## src/rtl/layer3_pkg.sv

```systemverilog
// Shared constants and FSM state type for the layer-3 LIF fire block.
package layer3_pkg;

    localparam int LAYER3_MEM_W      = 16;
    localparam int LAYER3_NUM_NEURON = 10;
    localparam logic signed [LAYER3_MEM_W-1:0] LAYER3_THRESHOLD = 16'sd256;

    typedef enum logic [1:0] {
        ACCUM = 2'd0,
        SCAN  = 2'd1,
        SPIKE = 2'd2,
        DONE  = 2'd3
    } l3_state_e;

endpackage

```

## src/rtl/fire_compare_layer3.sv

```systemverilog
// Threshold compare and post-fire membrane value for one neuron.
// LAYER3_SOFT_RESET_EN selects subtract-threshold (soft) instead of clear-to-zero (hard).
module fire_compare_layer3
    import layer3_pkg::*;
#(
    parameter int BIT_WIDTH_BIG_MEMBRANE = LAYER3_MEM_W,
    parameter logic signed [BIT_WIDTH_BIG_MEMBRANE-1:0] THRESHOLD = LAYER3_THRESHOLD
) (
    input  logic signed [BIT_WIDTH_BIG_MEMBRANE-1:0] membrane_i,
    output logic                                     fire_o,
    output logic signed [BIT_WIDTH_BIG_MEMBRANE-1:0] membrane_next_o
);

    localparam int W = BIT_WIDTH_BIG_MEMBRANE;

`ifdef LAYER3_SOFT_RESET_EN
    // One guard bit catches overflow when THRESHOLD is negative.
    function automatic logic signed [W-1:0] sat_sub(input logic signed [W-1:0] a,
                                                    input logic signed [W-1:0] b);
        logic signed [W:0] diff;
        diff = {a[W-1], a} - {b[W-1], b};
        if (diff[W] != diff[W-1]) begin
            return diff[W] ? {1'b1, {(W-1){1'b0}}} : {1'b0, {(W-1){1'b1}}};
        end
        return diff[W-1:0];
    endfunction
`endif

    always_comb begin
        fire_o = (membrane_i >= THRESHOLD);
`ifdef LAYER3_SOFT_RESET_EN
        membrane_next_o = sat_sub(membrane_i, THRESHOLD);
`else
        membrane_next_o = '0;
`endif
    end

endmodule

```

## src/rtl/lif_fire_layer3.sv

```systemverilog
// Layer-3 LIF membrane store: accumulate updates, then scan for threshold crossings
// and emit spikes with ready/valid handshake. Optional macro: LAYER3_SOFT_RESET_EN.
module lif_fire_layer3
    import layer3_pkg::*;
#(
    parameter int BIT_WIDTH_BIG_MEMBRANE = LAYER3_MEM_W,
    parameter int NUM_NEURON = LAYER3_NUM_NEURON,
    parameter logic signed [BIT_WIDTH_BIG_MEMBRANE-1:0] THRESHOLD = LAYER3_THRESHOLD,
    localparam int ADDR_W = $clog2(NUM_NEURON)
) (
    input  logic                                     clk,
    input  logic                                     reset,
    input  logic                                     upd_valid_i,
    input  logic [ADDR_W-1:0]                        upd_addr_i,
    input  logic signed [BIT_WIDTH_BIG_MEMBRANE-1:0] membrane_update_i,
    input  logic [ADDR_W-1:0]                        rd_addr_i,
    output logic signed [BIT_WIDTH_BIG_MEMBRANE-1:0] membrane_o,
    input  logic                                     timestep_end_i,
    output logic                                     busy_o,
    output logic                                     spike_valid_o,
    input  logic                                     spike_ready_i,
    output logic [ADDR_W-1:0]                        spike_addr_o,
    output logic                                     done_o
);

    localparam int W = BIT_WIDTH_BIG_MEMBRANE;
    localparam logic [ADDR_W-1:0] LAST_IDX = ADDR_W'(NUM_NEURON - 1);

    l3_state_e            state_q, state_d;
    logic [ADDR_W-1:0]    idx_q, idx_d;
    logic signed [W-1:0]  mem_q [NUM_NEURON];

    logic                 wr_en;
    logic [ADDR_W-1:0]    wr_addr;
    logic signed [W-1:0]  wr_data;
    logic                 fire;
    logic signed [W-1:0]  next_mem;

    fire_compare_layer3 #(
        .BIT_WIDTH_BIG_MEMBRANE(W),
        .THRESHOLD             (THRESHOLD)
    ) u_cmp (
        .membrane_i     (mem_q[idx_q]),
        .fire_o         (fire),
        .membrane_next_o(next_mem)
    );

    always_comb begin
        state_d = state_q;
        idx_d   = idx_q;
        wr_en   = 1'b0;
        wr_addr = upd_addr_i;
        wr_data = membrane_update_i;
        case (state_q)
            ACCUM: begin
                wr_en = upd_valid_i && (upd_addr_i <= LAST_IDX);
                if (timestep_end_i) begin
                    state_d = SCAN;
                    idx_d   = '0;
                end
            end
            SCAN: begin
                if (fire) begin
                    // Post-fire value is committed now so the spike can stall freely.
                    state_d = SPIKE;
                    wr_en   = 1'b1;
                    wr_addr = idx_q;
                    wr_data = next_mem;
                end else if (idx_q == LAST_IDX) begin
                    state_d = DONE;
                end else begin
                    idx_d = idx_q + ADDR_W'(1);
                end
            end
            SPIKE: begin
                if (spike_ready_i) begin
                    if (idx_q == LAST_IDX) begin
                        state_d = DONE;
                    end else begin
                        state_d = SCAN;
                        idx_d   = idx_q + ADDR_W'(1);
                    end
                end
            end
            DONE: begin
                state_d = ACCUM;
                idx_d   = '0;
            end
            default: begin
                state_d = ACCUM;
                idx_d   = '0;
            end
        endcase
    end

    always_ff @(posedge clk or posedge reset) begin
        if (reset) begin
            state_q <= ACCUM;
            idx_q   <= '0;
        end else begin
            state_q <= state_d;
            idx_q   <= idx_d;
        end
    end

    always_ff @(posedge clk or posedge reset) begin
        if (reset) begin
            for (int i = 0; i < NUM_NEURON; i++) begin
                mem_q[i] <= '0;
            end
        end else if (wr_en) begin
            mem_q[wr_addr] <= wr_data;
        end
    end

    assign membrane_o    = (rd_addr_i <= LAST_IDX) ? mem_q[rd_addr_i] : '0;
    assign busy_o        = (state_q != ACCUM);
    assign spike_valid_o = (state_q == SPIKE);
    assign spike_addr_o  = idx_q;
    assign done_o        = (state_q == DONE);

endmodule

```

## config.mk

```make
export PLATFORM = sky130hd
export DESIGN_NAME = lif_fire_layer3
export DESIGN_NICKNAME = d
export VERILOG_FILES = /design/src/rtl/layer3_pkg.sv /design/src/rtl/fire_compare_layer3.sv /design/src/rtl/lif_fire_layer3.sv
export SDC_FILE = /design/constraint.sdc
export NUM_CORES = 1
export LEC_CHECK = 0
export ABC_AREA = 1
export CAP_MARGIN = 15
export CORE_UTILIZATION = 65
export CTS_CLUSTER_DIAMETER = 30
export DETAILED_ROUTE_END_ITERATION = 7
export GPL_TIMING_DRIVEN = 0
export PLACE_DENSITY = 0.86
export SLEW_MARGIN = 20
export SYNTH_ARGS = -nofsm -noshare
export SYNTH_HDL_FRONTEND = slang
export SYNTH_HIERARCHICAL = 1
export SYNTH_SLANG_ARGS = --single-unit
```

## constraint.sdc

```tcl
create_clock -name clk -period 9.9 [get_ports clk]
set_input_delay 1.98 -clock clk [delete_from_list [all_inputs] [get_ports clk]]
set_output_delay 1.98 -clock clk [all_outputs]
set_load 0.01 [all_outputs]
```

==> results.sh <==
export IMPL_status="finished, final reports clean"
export IMPL_diodes=0
export IMPL_overflow=0
export IMPL_grt_pass1_wl_mm=51.7
export IMPL_path_clk_slew_ps=70
export IMPL_placed_cells=1739
export IMPL_grtUsageMet2=0.652
export IMPL_maxSlewHeadroom=0.487
export IMPL_fp_dieW_um=128
export IMPL_final_cell_count_no_fill=1770
export IMPL_fmax_mhz=151
export IMPL_synth_area_sq_um=10300
export IMPL_routedWlPerCell_um=18.4
export IMPL_cts_tree="done"
export IMPL_holdWs_ps=473
export IMPL_numCtsBuffers=17
export IMPL_globalRouteMet1Util=0.568
export IMPL_syn_inst=1462
export IMPL_swShare=0.504
export IMPL_routed_wl_mm=32.6
export IMPL_antenna_found_initial=0
export IMPL_core_rowCount=45
export IMPL_initial_core_util=0.672
export IMPL_tightest_slew_ps=767
export IMPL_switchingPower_uw=2060
export IMPL_worstSetupStartpointType="input pin"
export IMPL_required_ps=7920
export IMPL_tns_ps=0
export IMPL_hold_class="flop to flop"
export IMPL_route_vias_total=10400
export IMPL_post_cts_resize_count=0
export IMPL_total_power_uw=4090
export IMPL_crit_path_top_delay_cell="nor2_1"
export IMPL_clock_skew_ps=10.5
export IMPL_layout_common_cells="nand2_1 (639), nand3_1 (250), dfrtp_1 (166), inv_1 (105), clkdlybuf4s50_1 (50)"
export IMPL_cpPeakStageDelay_ps=680
export IMPL_ant_nets=0
export IMPL_grt_max_degree=105
export IMPL_seq_power_share=0.287
export IMPL_core_area_sq_um=15300
export IMPL_dieArea_sq_um=16300
export IMPL_top_usage_layer="met2"
export IMPL_first_pass_iters=8
export IMPL_crit_chain="clkdlybuf4s50_1 > clkinv_1 > nor2_1 > clkbuf_1 > nand2_1 > nand2_1 > clkdlybuf4s50_1"
export IMPL_period_share=0.668
export IMPL_peakVddDrop_mv=0.246
export IMPL_p_leak_uw=0.00620
export IMPL_drt_initial_drc_count=1481
export IMPL_p_int_uw=2030
export IMPL_die_h_um=128
export IMPL_clk_path_buf_depth=2
export IMPL_power_density_nw_per_um2=348
export IMPL_grt_pass1_vias=9751
export IMPL_slew_viol_final=0
export IMPL_hold_buffers=0
export IMPL_comb_power_share=0.541
export IMPL_post_route_util=0.767
export IMPL_cap_violations=0
export IMPL_crit_type="input pin to output port"
export IMPL_yosys_warnings=6
export IMPL_finalSetupViolations=0
export IMPL_gp_congestion=1.01
export IMPL_critPathCaptureType="output port"
export IMPL_track_usage=0.419
export IMPL_ios=52
export IMPL_vias_per_cell=5.85
export IMPL_cts_sinks=166
export IMPL_finalHoldViolCount=0
export IMPL_period_needed_ps=6610
export IMPL_met3_usage=0.103
export IMPL_avgSynthCellArea_sq_um=7.04
export IMPL_cp_arrival_ps=4630
export IMPL_clkPwrFrac=0.173
export IMPL_layout_drive_gt1_share=0.105
export IMPL_clk_latency_ps=440
export IMPL_io_buffers=50
export IMPL_hpwl_mm=23.8
export IMPL_grt_setup_unrepaired="no"
export IMPL_cts_setup_buffers=0
export IMPL_area_growth_pct=14.2
export IMPL_rrSetupSlack_ps=6030
export IMPL_final_nets=1583
export IMPL_drc_errors=0
export IMPL_final_common_cell="nand2_1"
export IMPL_critPathMaxFanout=10
export IMPL_cts_htree_levels=4
export IMPL_root_buffer="clkbuf_16"
## worst paths after layout
| kind | from | endpoint | cells after the start |
|---|---|---|---|
| setup / recovery | rd_addr_i[3] | membrane_o[0] | 7 |
| hold / removal | mem_q[99]$_DFFE_PP0P_ | mem_q[99]$_DFFE_PP0P_ | 2 |
| setup reg to reg | spike_addr_o[0]$_DFFE_PP0P_ | mem_q[14]$_DFFE_PP0P_ | 19 |
| hold reg to reg | mem_q[99]$_DFFE_PP0P_ | mem_q[99]$_DFFE_PP0P_ | 2 |
| max in group asynchronous | reset | mem_q[89]$_DFFE_PP0P_ | 3 |
| min in group asynchronous | reset | mem_q[29]$_DFFE_PP0P_ | 2 |
## layout make-up
class | instances | area [sq um]
well taps | 211 | 264
repair buffers | 51 | 528
clock buffers | 21 | 460
clock inverters | 10 | 145
multi-input cells | 1081 | 5050
flip-flops and latches | 166 | 4150
inverters | 115 | 444
plain buffers | 115 | 702
fillers | 1188 | 3560
## registers in the layout, summed over array words and instances (netlist names)
name          count
mem_q           160
spike_addr_o      4
state_q           2
## power by group through the flow
stage	clock network, uW	registers, uW	logic [uW]
floorplan	0	1110	1540
CTS	695	1160	2140
detailed placement	0	1160	2130
finish	705	1170	2210
global route	729	1200	2400
global placement	0	1160	2080
## metrics by stage
step                worst slack, ps  cell area, sq um
floorplan                      3430             10300
detailed placement             3370             11100
global route                   3240             11800
global placement               1200             11100
finish                         3290             11800
CTS                            3370             11800
## critical path, delay by kind of cell
family	cells	cell delay, ps
AND/OR/NAND/NOR	3	960
buffers and inverters	4	1680
## routing by layer
| metal | wire length, um | share of wire |
|---|---|---|
| met1 | 13000 | 0.40 |
| met2 | 14600 | 0.45 |
| met3 | 3990 | 0.12 |
| met4 | 986 | 0.030 |
| met5 | 0 | 0 |
Note: power is estimated with default switching activity, not from simulation.
